### src/rtl/muldiv_sequencer.sv
// Multi-cycle unsigned MUL/DIV/MOD engine beside the execute-stage ALU.
// Shift-add multiply and restoring divide, one bit per clock, sequenced by a small FSM.
module muldiv_sequencer #(
    parameter int WIDTH = 16,
    parameter int CNT_W = 5
) (
    input  logic             clk,
    input  logic             rst,
    input  logic             start,
    input  logic [1:0]       op,
    input  logic [WIDTH-1:0] operand_a,
    input  logic [WIDTH-1:0] operand_b,
    output logic [WIDTH-1:0] result,
    output logic [WIDTH-1:0] result_hi,
    output logic             done,
    output logic             busy,
    output logic             stall,
    output logic             overflow,
    output logic             zero,
    output logic             err
);

    typedef enum logic [1:0] {IDLE, BUSY, DONE} state_e;

    localparam logic [1:0] OP_MUL = 2'b00;
    localparam logic [1:0] OP_DIV = 2'b01;
    localparam logic [1:0] OP_MOD = 2'b10;

    state_e               state_q, state_d;
    logic [1:0]           op_q, op_d;
    logic [WIDTH-1:0]     opnd_q, opnd_d;
    logic [CNT_W-1:0]     cnt_q, cnt_d;
    logic [2*WIDTH-1:0]   prod_q, prod_d;
    logic [WIDTH:0]       rem_q, rem_d;
    logic [WIDTH-1:0]     quo_q, quo_d;
    logic [WIDTH-1:0]     result_q, result_d;
    logic [WIDTH-1:0]     result_hi_q, result_hi_d;
    logic                 overflow_q, overflow_d;
    logic                 zero_q, zero_d;
    logic                 err_q, err_d;

    logic [WIDTH:0]       mulSum;
    logic [2*WIDTH-1:0]   mulNext;
    logic [WIDTH:0]       divShift;
    logic                 divFits;
    logic [WIDTH:0]       remNext;
    logic [WIDTH-1:0]     quoNext;
    logic                 opLegal;
    logic [WIDTH-1:0]     degResult;
    logic [WIDTH-1:0]     finResult;
    logic [WIDTH-1:0]     finHi;

    // opnd_q holds the multiplicand for MUL and the divisor for DIV/MOD.
    assign mulSum   = {1'b0, prod_q[2*WIDTH-1:WIDTH]} + (prod_q[0] ? {1'b0, opnd_q} : '0);
    assign mulNext  = {mulSum, prod_q[WIDTH-1:1]};
    assign divShift = {rem_q[WIDTH-1:0], quo_q[WIDTH-1]};
    assign divFits  = divShift >= {1'b0, opnd_q};
    assign remNext  = divFits ? (divShift - {1'b0, opnd_q}) : divShift;
    assign quoNext  = {quo_q[WIDTH-2:0], divFits};

    assign opLegal = (op == OP_MUL) || (((op == OP_DIV) || (op == OP_MOD)) && (operand_b != '0));

    assign busy      = (state_q == BUSY);
    assign done      = (state_q == DONE);
    assign stall     = busy | (start & (state_q != BUSY) & opLegal);
    assign result    = result_q;
    assign result_hi = result_hi_q;
    assign overflow  = overflow_q;
    assign zero      = zero_q;
    assign err       = err_q;

    always_comb begin
        degResult = '0;
        case (op)
            OP_DIV:  degResult = '1;
            OP_MOD:  degResult = operand_a;
            default: degResult = '0;
        endcase
        finResult = '0;
        finHi     = '0;
        case (op_q)
            OP_MUL: begin
                finResult = mulNext[WIDTH-1:0];
                finHi     = mulNext[2*WIDTH-1:WIDTH];
            end
            OP_DIV:  finResult = quoNext;
            default: finResult = remNext[WIDTH-1:0];
        endcase
    end

    always_comb begin
        state_d     = state_q;
        op_d        = op_q;
        opnd_d      = opnd_q;
        cnt_d       = cnt_q;
        prod_d      = prod_q;
        rem_d       = rem_q;
        quo_d       = quo_q;
        result_d    = result_q;
        result_hi_d = result_hi_q;
        overflow_d  = overflow_q;
        zero_d      = zero_q;
        err_d       = err_q;
        case (state_q)
            IDLE, DONE: begin
                state_d = IDLE;
                if (start) begin
                    op_d       = op;
                    overflow_d = 1'b0;
                    zero_d     = 1'b0;
                    err_d      = 1'b0;
                    if (opLegal) begin
                        state_d = BUSY;
                        cnt_d   = CNT_W'(WIDTH - 1);
                        if (op == OP_MUL) begin
                            opnd_d = operand_a;
                            prod_d = {{WIDTH{1'b0}}, operand_b};
                        end else begin
                            opnd_d = operand_b;
                            rem_d  = '0;
                            quo_d  = operand_a;
                        end
                    end else begin
                        // Divide by zero or illegal op completes at once with err set.
                        state_d     = DONE;
                        result_d    = degResult;
                        result_hi_d = '0;
                        err_d       = 1'b1;
                        zero_d      = (degResult == '0);
                    end
                end
            end
            BUSY: begin
                if (op_q == OP_MUL) begin
                    prod_d = mulNext;
                end else begin
                    rem_d = remNext;
                    quo_d = quoNext;
                end
                if (cnt_q == '0) begin
                    state_d     = DONE;
                    result_d    = finResult;
                    result_hi_d = finHi;
                    overflow_d  = (op_q == OP_MUL) && (finHi != '0);
                    zero_d      = (finResult == '0) && (finHi == '0);
                    err_d       = 1'b0;
                end else begin
                    cnt_d = cnt_q - 1'b1;
                end
            end
            default: state_d = IDLE;
        endcase
    end

    always_ff @(posedge clk or negedge rst) begin
        if (!rst) begin
            state_q     <= IDLE;
            op_q        <= '0;
            opnd_q      <= '0;
            cnt_q       <= '0;
            prod_q      <= '0;
            rem_q       <= '0;
            quo_q       <= '0;
            result_q    <= '0;
            result_hi_q <= '0;
            overflow_q  <= 1'b0;
            zero_q      <= 1'b0;
            err_q       <= 1'b0;
        end else begin
            state_q     <= state_d;
            op_q        <= op_d;
            opnd_q      <= opnd_d;
            cnt_q       <= cnt_d;
            prod_q      <= prod_d;
            rem_q       <= rem_d;
            quo_q       <= quo_d;
            result_q    <= result_d;
            result_hi_q <= result_hi_d;
            overflow_q  <= overflow_d;
            zero_q      <= zero_d;
            err_q       <= err_d;
        end
    end

endmodule

### config.mk
export PLATFORM = sky130hd
export DESIGN_NAME = muldiv_sequencer
export DESIGN_NICKNAME = d
export VERILOG_FILES = /design/src/rtl/muldiv_sequencer.sv
export SDC_FILE = /design/constraint.sdc
export NUM_CORES = 1
export LEC_CHECK = 0
export CAP_MARGIN = 20
export CORE_MARGIN = 5
export CORE_UTILIZATION = 50
export CTS_CLUSTER_DIAMETER = 200
export DETAILED_ROUTE_END_ITERATION = 7
export HOLD_SLACK_MARGIN = 0.06
export PLACE_DENSITY = 0.71
export SLEW_MARGIN = 20
export SYNTH_ARGS = -nofsm -noshare
export SYNTH_HDL_FRONTEND = slang
export SYNTH_SLANG_ARGS = --single-unit
### constraint.sdc
create_clock -name clk -period 8.45 [get_ports clk]
set_input_delay 0.845 -clock clk [delete_from_list [all_inputs] [get_ports clk]]
set_output_delay 0.845 -clock clk [all_outputs]
set_load 0.03 [all_outputs]
==> impl_metrics.env, run 1 <==
export IMPL_nFillCells=1386
export IMPL_cts_hold_buf=0
export IMPL_p_per_area_nw_per_um2=430.6
export IMPL_num_antenna_cells=0
export IMPL_layout_nets=1016
export IMPL_worstPathCellList="and2_1, ha_1, inv_1, fa_1, nand2b_1, a21oi_1, xor2_1, or4_1, or4_1, or3_1, or4b_1, o41a_1, o41ai_2"
export IMPL_leakage_nw=4.288
export IMPL_grt_use_total_pct=26.83
export IMPL_hold_slack_ns=0.4753
export IMPL_dp_hpwl_mm=17.39
export IMPL_coreArea_um2=15260
export IMPL_clk_pin_slew_ns=0.06
export IMPL_total_power_mw=4.026
export IMPL_syn_area_um2=7789
export IMPL_synth_seq_area_share_pct=39.84
export IMPL_vdd_ir_drop_max_uv=430.6
export IMPL_routed_wirelength_mm=24.08
export IMPL_maxCapViolCount=0
export IMPL_wl_per_cell_um=20.69
export IMPL_synth_nets=959
export IMPL_synth_commonest_cells="137 x nand2_1, 124 x dfrtp_1, 85 x o21ai_0"
export IMPL_relSlewSlack_pct=30.11
export IMPL_area_growth_pct=20.05
export IMPL_rsz0062_at_grt="false"
export IMPL_grt_ovfl_total=0
export IMPL_cp_arrival_ns=4.90
export IMPL_ys_ff_latch=124
export IMPL_cts_setup_buffers=0
export IMPL_start_kind="register"
export IMPL_ant_nets=0
export IMPL_fin_util_pct=61.28
export IMPL_finClkSkew_ns=0.008229
export IMPL_cts_sinks=124
export IMPL_async_reset_ff_share_pct=100.0
export IMPL_cpMaxStageDelayCell="dfrtp_1"
export IMPL_die_area_um2=18170
export IMPL_rrSetupSlack_ns=3.88
export IMPL_ys_types=65
export IMPL_finalCritPeriodShare_pct=54.10
export IMPL_highest_layer="met4"
export IMPL_root_buffer="clkbuf_16"
export IMPL_dr_total_vias=7052
export IMPL_critPathRequiredTime_ns=8.78
export IMPL_gp_congestion=0.9370
export IMPL_clk_latency_ns=0.42
export IMPL_ios=75
export IMPL_syn_area_per_cell_um2=8.821
export IMPL_cp_top_family="simple AND/OR/NAND/NOR gates"
export IMPL_clockBufferDepth=2
export IMPL_yosys_area_top_type_share_pct=39.84
export IMPL_die_x_um=134.8
export IMPL_antenna_found_initial=0
export IMPL_met1_length_mm=10.19
export IMPL_wl_met2_mm=10.31
export IMPL_htreeDepth=4
export IMPL_rows=45
export IMPL_grt_pass1_wl_mm=37.60
export IMPL_crit_buf_inv=1
export IMPL_drtIter0Drc=728
export IMPL_syn_inst=883
export IMPL_die_height_um=134.8
export IMPL_numCtsBuffers=17
export IMPL_io_buffers=74
export IMPL_synth_area_leaders="dfrtp_1 40%, nand2_1 6.6%, ha_1 5.9%, mux2i_1 5.5%, o21ai_0 5.5%"
export IMPL_dr_pass1_iters=5
export IMPL_wl_met3_mm=2.368
export IMPL_tightestPinTransition_ns=1.043
export IMPL_viasPerCell=6.058
export IMPL_fin_area_um2=9350
export IMPL_tns_ns=0
export IMPL_slew_viol_final=0
export IMPL_cp_max_fo=17
export IMPL_critical_path_class="register to register"
export IMPL_fmaxAchievable_mhz=218.7
export IMPL_cts_resized=0
export IMPL_synth_ff_type="dfrtp_1"
export IMPL_hp_class="register to register"
export IMPL_hold_viol_final=0
export IMPL_critPathCaptureType="register"
export IMPL_status="completed"
export IMPL_synth_most_common_cell="nand2_1"
export IMPL_drc=0
export IMPL_synth_warnings=0
export IMPL_grt_max_degree=66
export IMPL_drive_above_1_share_pct=6.611
export IMPL_grt_pass1_vias=6761
export IMPL_setup_violations=0
export IMPL_crit_path_frequent_cell="or4_1"
export IMPL_place_area_um2=8717
export IMPL_synth_edf_count=0
export IMPL_final_min_clock_period_ns=4.572
export IMPL_max_stage_delay_ns=0.60
export IMPL_start_util_pct=51.05
export IMPL_cts_tree="yes"
export IMPL_yosys_area_top_type="dfrtp_1"
==> cells in the final DEF, fill, tap and decap left out, drive strengths merged, types with 5 or more instances in the layout <==
master	instances
nor3	6
mux2i	43
a22o	33
nand3	13
inv	37
clkbuf	22
a31oi	21
nor2	50
o211ai	6
nor2b	18
o41ai	5
xnor2	17
a21o	25
a211oi	14
and3	8
nor4	7
a21oi	53
clkdlybuf4s50	73
and2	21
ha	37
buf	12
dfrtp	124
nand2	137
xor2	12
o21ai	86
==> per-stage QoR <==
step,instances,worst slack (ns)
2_1_floorplan,883,4.425
3_3_place_gp,1130,3.968
3_5_place_dp,1130,3.859
4_1_cts,1162,3.851
5_1_grt,1164,3.552
6_report,1164,3.878
==> state kept, by name, summed over array words and instances, names as in the netlist, 5 cells and up <==
name and count:
quo_q 16, rem_q 16, result_hi 16, cnt_q 5
result 16, prod_q 32, opnd_q 16
==> power by group <==
group	total [mW]	switching, mW	internal (mW)	leakage [nW]
clock network	0.737	0.274	0.464	0.284
logic	2.27	1.43	0.848	2.43
registers	1.01	0.192	0.822	1.57
==> path summary, 6_finish.rpt <==
kind | start | endpoint | cells past startpoint
min in group asynchronous | rst | result_hi[4] | 1
hold reg to reg | result[9] | result[9] | 2
setup / recovery | prod_q[0] | zero | 13
hold / removal | result[9] | result[9] | 2
max in group asynchronous | rst | op_q[0] | 2
setup reg to reg | prod_q[0] | zero | 13
==> area by class of cell <==
type                       count  area (um^2)  share of cell area, %
clock buffer                  22        484.2                  5.179
clock inverter                10        113.9                  1.218
sequential                   124         3103                  33.19
multi-input combinational    675         4405                  47.12
inverter                      37        138.9                  1.485
tap                          211        264.0                  2.823
timing repair buffer          85        840.8                  8.992
==> tightest hold or removal path: cells and delay by family (launching register included) <==
| kind | cells | cell delay, ns |
|---|---|---|
| simple gates | 1 | 0.05 |
| compound gates | 1 | 0.06 |
| flops | 1 | 0.34 |
==> cell families after synthesis <==
family | count (synthesis) | share of synthesized area, %
compound gates | 281 | 23.89
buf+inv | 84 | 4.048
simple gates | 279 | 16.40
fa+ha+maj | 39 | 6.458
xor+xnor | 29 | 3.261
mux | 47 | 6.104
flops | 124 | 39.84
==> metal layers <==
| metal | vias to the layer above | GRT usage [%] |
|---|---|---|
| li1 | 3281 | - |
| met1 | 3322 | 36.56 |
| met2 | 377 | 39.11 |
| met3 | 72 | 7.116 |
| met4 | 0 | 14.20 |
| met5 | - | 0 |
(Power assumes the default switching activity.)
==> run 2, diff against run 1 <==
Settings changed: PLACE_DENSITY 0.71 to 0.74.
Clock period 8.45 ns to 4 ns, I/O delays scaled along.
==> run 2 against run 1 <==
Global-route usage hardly changed. Design area is 3.0% higher. Setup slack got worse by 3.9 ns. Register-to-register slack worse by 3.9 ns. Sequential share of layout area decreased by 0.96 points. Worst hold slack got worse by 0.42 ns. Sequential power up 110%. Final cell count increased by 2.5%. Via count increased by 1.9%. Critical path type unchanged. Largest power group unchanged.
==> impl_metrics.env, run 2 (synthesis gave the netlist of run 1 again) <==
export IMPL_status="completed"
export IMPL_worst_r2r_cell_count=13
export IMPL_cts_hold_buf=0
export IMPL_tns_ns=0
export IMPL_crit_cells=13
export IMPL_dr_total_vias=7188
export IMPL_top_register="prod_q"
export IMPL_crit_buf_inv=1
export IMPL_start_util_pct=51.05
export IMPL_htreeDepth=4
export IMPL_finClkSkew_ns=0.01207
export IMPL_fin_ws_ns=0.01304
export IMPL_rows=45
export IMPL_critPathRequiredTime_ns=4.31
export IMPL_place_inst=1154
export IMPL_final_cell_mix="136 x nand2_1, 124 x dfrtp_1, 84 x o21ai_0"
export IMPL_rrSetupSlack_ns=0.01
export IMPL_leakage_nw=4.450
export IMPL_dp_hpwl_mm=17.69
export IMPL_vdd_ir_drop_max_uv=581.6
export IMPL_cts_sinks=124
export IMPL_ios=75
export IMPL_crit_start="prod_q[0]"
export IMPL_area_growth_pct=23.61
export IMPL_clockBufferDepth=2
export IMPL_clk_latency_ns=0.42
export IMPL_coreArea_um2=15260
export IMPL_grt_pass1_vias=6909
export IMPL_grt_ovfl_total=0
export IMPL_final_common_cell="nand2_1"
export IMPL_numCtsBuffers=17
export IMPL_nFillCells=1282
export IMPL_hold_viol_final=0
export IMPL_maxCapViolCount=0
export IMPL_setup_violations=0
export IMPL_fmaxAchievable_mhz=250.8
export IMPL_hp_class="input pin to async pin"
export IMPL_fin_cells=1193
export IMPL_crit_end="overflow"
export IMPL_r2r_end="overflow"
export IMPL_relSlewSlack_pct=44.21
export IMPL_dr_pass1_iters=5
export IMPL_num_antenna_cells=0
export IMPL_cp_top_family="simple AND/OR/NAND/NOR gates"
export IMPL_critical_path_class="register to register"
export IMPL_final_min_clock_period_ns=3.987
export IMPL_pre_cts_ws_ns=-0.09898
export IMPL_root_buffer="clkbuf_16"
export IMPL_cts_tree="yes"
export IMPL_routed_wirelength_mm=23.86
export IMPL_finalCritPeriodShare_pct=99.67
export IMPL_drive_above_1_share_pct=10.79
export IMPL_wl_per_cell_um=20.00
export IMPL_grt_use_total_pct=26.82
export IMPL_drc=0
export IMPL_cpMaxStageDelayCell="or4_1"
export IMPL_tightestPinTransition_ns=0.8368
export IMPL_p_per_area_nw_per_um2=909.5
export IMPL_r2r_start="prod_q[0]"
export IMPL_die_height_um=134.8
export IMPL_cp_arrival_ns=4.29
export IMPL_grt_pass1_wl_mm=37.74
export IMPL_critPathCaptureType="register"
export IMPL_layout_nets=1045
export IMPL_die_x_um=134.8
export IMPL_io_buffers=74
export IMPL_start_kind="register"
export IMPL_cp_max_fo=2
export IMPL_largest_reg_flops=32
export IMPL_viasPerCell=6.025
export IMPL_slew_viol_final=0
export IMPL_drtIter0Drc=665
export IMPL_ant_nets=0
export IMPL_clk_pin_slew_ns=0.06
export IMPL_gp_congestion=0.9587
export IMPL_antenna_found_initial=0
export IMPL_rsz0062_at_grt="true"
export IMPL_grt_max_degree=67
export IMPL_worstPathCellList="and2_4, ha_4, inv_2, fa_2, nand2b_4, a21oi_4, xor2_1, or4_1, or4_4, or3_4, or4b_4, o41a_1, a22o_2"
export IMPL_die_area_um2=18170
export IMPL_max_stage_delay_ns=0.56
-- run 2: how the worst min path moves through the flow --
stage                endpoint  depth (start not counted)
CTS                  cnt_q[3]                          1
floorplan            cnt_q[0]                          0
detailed placement  result[3]                          2
global route         cnt_q[3]                          1
global placement    result[9]                          2
finish               cnt_q[3]                          1
-- run 2: report_power, final --
group	switching (mW)	internal [mW]
clock network	0.617	0.991
registers	0.436	1.73
logic	3.02	1.96
-- run 2: timing repair --
action / CTS / global route
pin swaps: 7 / 5
buffers inserted: 4 / 2
gates resized for setup: 6 / 9
setup endpoints to repair: 2 / 2
-- run 2: through the flow --
stage                     hold slack (ns)  power (mW)  area (um^2)  utilization [%]
after global routing               0.1345       9.352         9628            63.10
after global placement             0.4619       6.850         8894            58.29
after CTS                         0.09914       8.610         9564            62.68
final                             0.06002       8.756         9628            63.10
after detailed placement           0.4701       6.909         8894            58.29
after floorplan                    0.1044       5.359         7794                -
-- run 2: routing by layer --
| layer | global-route usage (%) | share of wire [%] | up-vias |
|---|---|---|---|
| met5 | 0 | 0 | - |
| met4 | 13.35 | 5.1 | 0 |
| met3 | 6.855 | 8.4 | 68 |
| met2 | 39.52 | 44 | 358 |
| met1 | 36.70 | 43 | 3419 |
| li1 | - | - | 3343 |
-- run 2: area by class of cell --
| type | instances | area, um^2 | area share [%] |
|---|---|---|---|
| repair buffers | 114 | 1039 | 10.79 |
| multi-input cells | 675 | 4467 | 46.39 |
| clock buffers | 17 | 425.4 | 4.418 |
| clock inverters | 15 | 191.4 | 1.988 |
| flip-flops and latches | 124 | 3103 | 32.23 |
| well taps | 211 | 264.0 | 2.742 |
| inverters | 37 | 138.9 | 1.442 |
==> run 3, diff against run 2 <==
Settings changed: PLACE_DENSITY 0.74 to 0.71.
Clock period 4 ns to 4.69 ns, I/O delays scaled along.
==> run 3 against run 2 <==
Via count shrank 3.3%. Flip-flop and latch count is the same. Largest power group unchanged. Utilization shrank 1.0 points. Routed wire length shrank 1.5%. Clock power shrank 6%. Final cell count shrank 2.0%. Highest routed layer unchanged. Critical endpoint is now zero.
==> impl_metrics.env, run 3 (synthesis gave the netlist of run 1 again) <==
export IMPL_status="completed"
export IMPL_fmaxAchievable_mhz=228.2
export IMPL_finalCritPeriodShare_pct=93.43
export IMPL_wl_met3_mm=1.869
export IMPL_gp_congestion=0.9489
export IMPL_cts_resized=0
export IMPL_highest_layer="met4"
export IMPL_finClkSkew_ns=0.01232
export IMPL_ios=75
export IMPL_drc=0
export IMPL_met1_length_mm=10.32
export IMPL_combPwrFrac_pct=55.0
export IMPL_cpMaxStageDelayCell="or4_1"
export IMPL_numCtsBuffers=17
export IMPL_place_area_um2=8767
export IMPL_fin_ws_ns=0.3079
export IMPL_clk_latency_ns=0.43
export IMPL_internal_power_mw=4.063
export IMPL_die_area_um2=18170
export IMPL_num_antenna_cells=0
export IMPL_dr_pass1_iters=5
export IMPL_routed_wirelength_mm=23.50
export IMPL_drive_above_1_share_pct=6.994
export IMPL_r2r_end="zero"
export IMPL_drtIter0Drc=675
export IMPL_pwr_share_clk_pct=20.3
export IMPL_vdd_ir_drop_max_uv=481.2
export IMPL_final_min_clock_period_ns=4.382
export IMPL_seqPwrFrac_pct=24.8
export IMPL_dr_total_vias=6948
export IMPL_wl_met2_mm=10.24
export IMPL_htreeDepth=4
export IMPL_relSlewSlack_pct=23.79
export IMPL_io_buffers=74
export IMPL_die_x_um=134.8
export IMPL_grt_ovfl_total=0
export IMPL_cts_tree="yes"
export IMPL_clk_pin_slew_ns=0.06
export IMPL_pre_cts_ws_ns=0.3432
export IMPL_root_buffer="clkbuf_16"
export IMPL_grt_pass1_vias=6821
export IMPL_cts_hold_buf=0
export IMPL_hp_class="input pin to async pin"
export IMPL_cp_arrival_ns=4.70
export IMPL_worstPathCellList="and2_1, ha_1, inv_1, fa_1, nand2b_1, a21oi_1, xor2_1, or4_1, or4_1, or3_1, or4b_1, o41a_1, o41ai_2"
export IMPL_sw_frac_of_total_pct=45.43
export IMPL_antenna_found_initial=0
export IMPL_area_growth_pct=21.65
export IMPL_leakage_nw=4.356
export IMPL_fin_area_um2=9475
export IMPL_final_common_cell="nand2_1"
export IMPL_critical_path_class="register to register"
export IMPL_die_height_um=134.8
export IMPL_start_util_pct=51.05
export IMPL_crit_end="zero"
export IMPL_grt_max_degree=71
export IMPL_rsz0062_at_grt="false"
export IMPL_nFillCells=1311
export IMPL_maxCapViolCount=0
export IMPL_critPathCaptureType="register"
export IMPL_p_sw_mw=3.383
export IMPL_tns_ns=0
export IMPL_rows=45
export IMPL_largest_reg_flops=32
export IMPL_dp_hpwl_mm=17.57
export IMPL_cts_sinks=124
export IMPL_viasPerCell=5.944
export IMPL_cts_setup_buffers=0
export IMPL_critPathRequiredTime_ns=5.01
export IMPL_coreArea_um2=15260
export IMPL_crit_path_frequent_cell="or4_1"
export IMPL_final_cell_mix="137 x nand2_1, 124 x dfrtp_1, 84 x o21ai_0"
export IMPL_ant_nets=0
export IMPL_max_stage_delay_ns=0.54
export IMPL_r2r_start="opnd_q[0]"
export IMPL_crit_start="opnd_q[0]"
export IMPL_cp_max_fo=3
export IMPL_slew_viol_final=0
export IMPL_clockBufferDepth=2
export IMPL_rrSetupSlack_ns=0.31
export IMPL_p_per_area_nw_per_um2=785.8
export IMPL_wl_per_cell_um=20.10
export IMPL_worst_r2r_cell_count=13
export IMPL_grt_use_total_pct=26.57
export IMPL_setup_violations=0
export IMPL_layout_nets=1021
export IMPL_grt_pass1_wl_mm=37.29
export IMPL_start_kind="register"
export IMPL_top_register="prod_q"
export IMPL_hold_viol_final=0
export IMPL_tightestPinTransition_ns=1.139
[run 3: changes by cell type in the layout (fill, tap and decap cells not counted), sizes merged]
cell	before	now
inv	40	37
clkinv	7	3
buf	41	17
clkbuf	17	21
bufinv	3	6
[run 3: final cells by class]
type / instances / area (um^2) / share of cell area (%)
sequential: 124 / 3103 / 32.75
clock inverter: 11 / 214.0 / 2.258
clock buffer: 21 / 460.4 / 4.859
multi-input combinational: 675 / 4404 / 46.48
tap: 211 / 264.0 / 2.786
timing repair buffer: 90 / 890.9 / 9.402
inverter: 37 / 138.9 / 1.466
[run 3: worst min path at each step]
| stage | slack, ns | startpoint | cells after the start | end |
|---|---|---|---|---|
| after global placement | 0.46 | result[13] | 2 | result[13] |
| after detailed placement | 0.47 | result[9] | 2 | result[9] |
| final | 0.09 | rst | 1 | result_hi[5] |
| after CTS | 0.12 | rst | 1 | result_hi[5] |
| after global routing | 0.16 | rst | 1 | result_hi[5] |
| after floorplan | 0.17 | rst | 0 | cnt_q[0] |
[run 3: per-layer routing]
layer  up-vias  GRT usage [%]
li1       3296              -
met1      3291          36.52
met2       296          39.41
met3        65          6.557
met4         0          12.73
met5         -              0
[run 3: per-stage QoR]
| step | instances | hold WS [ns] | utilization, % | total power, mW |
|---|---|---|---|---|
| 6_report | 1169 | 0.09386 | 62.10 | 7.446 |
| 5_1_grt | 1169 | 0.1579 | 62.10 | 7.947 |
| 4_1_cts | 1168 | 0.1215 | 61.88 | 7.343 |
| 3_5_place_dp | 1136 | 0.4702 | 57.46 | 5.800 |
| 3_3_place_gp | 1135 | 0.4600 | 57.41 | 5.749 |
| 2_1_floorplan | 883 | 0.1734 | - | 4.568 |
[run 3: power groups by stage]
| stage | Sequential, mW | Combinational, mW | Clock (mW) |
|---|---|---|---|
| final | 1.84 | 4.09 | 1.51 |
| after detailed placement | 1.85 | 3.95 | 0 |
| after global routing | 1.89 | 4.49 | 1.57 |
| after CTS | 1.83 | 3.99 | 1.52 |
| after global placement | 1.84 | 3.91 | 0 |
| after floorplan | 1.86 | 2.71 | 0 |
[run 3: worst max-delay path: cells and delay by family, from the launching register on]
kind / cells / cell delay, ns
simple gates: 6 / 2.11
compound gates: 3 / 0.98
fa+ha+maj: 2 / 0.62
flops: 1 / 0.36
xor+xnor: 1 / 0.15
buf+inv: 1 / 0.08
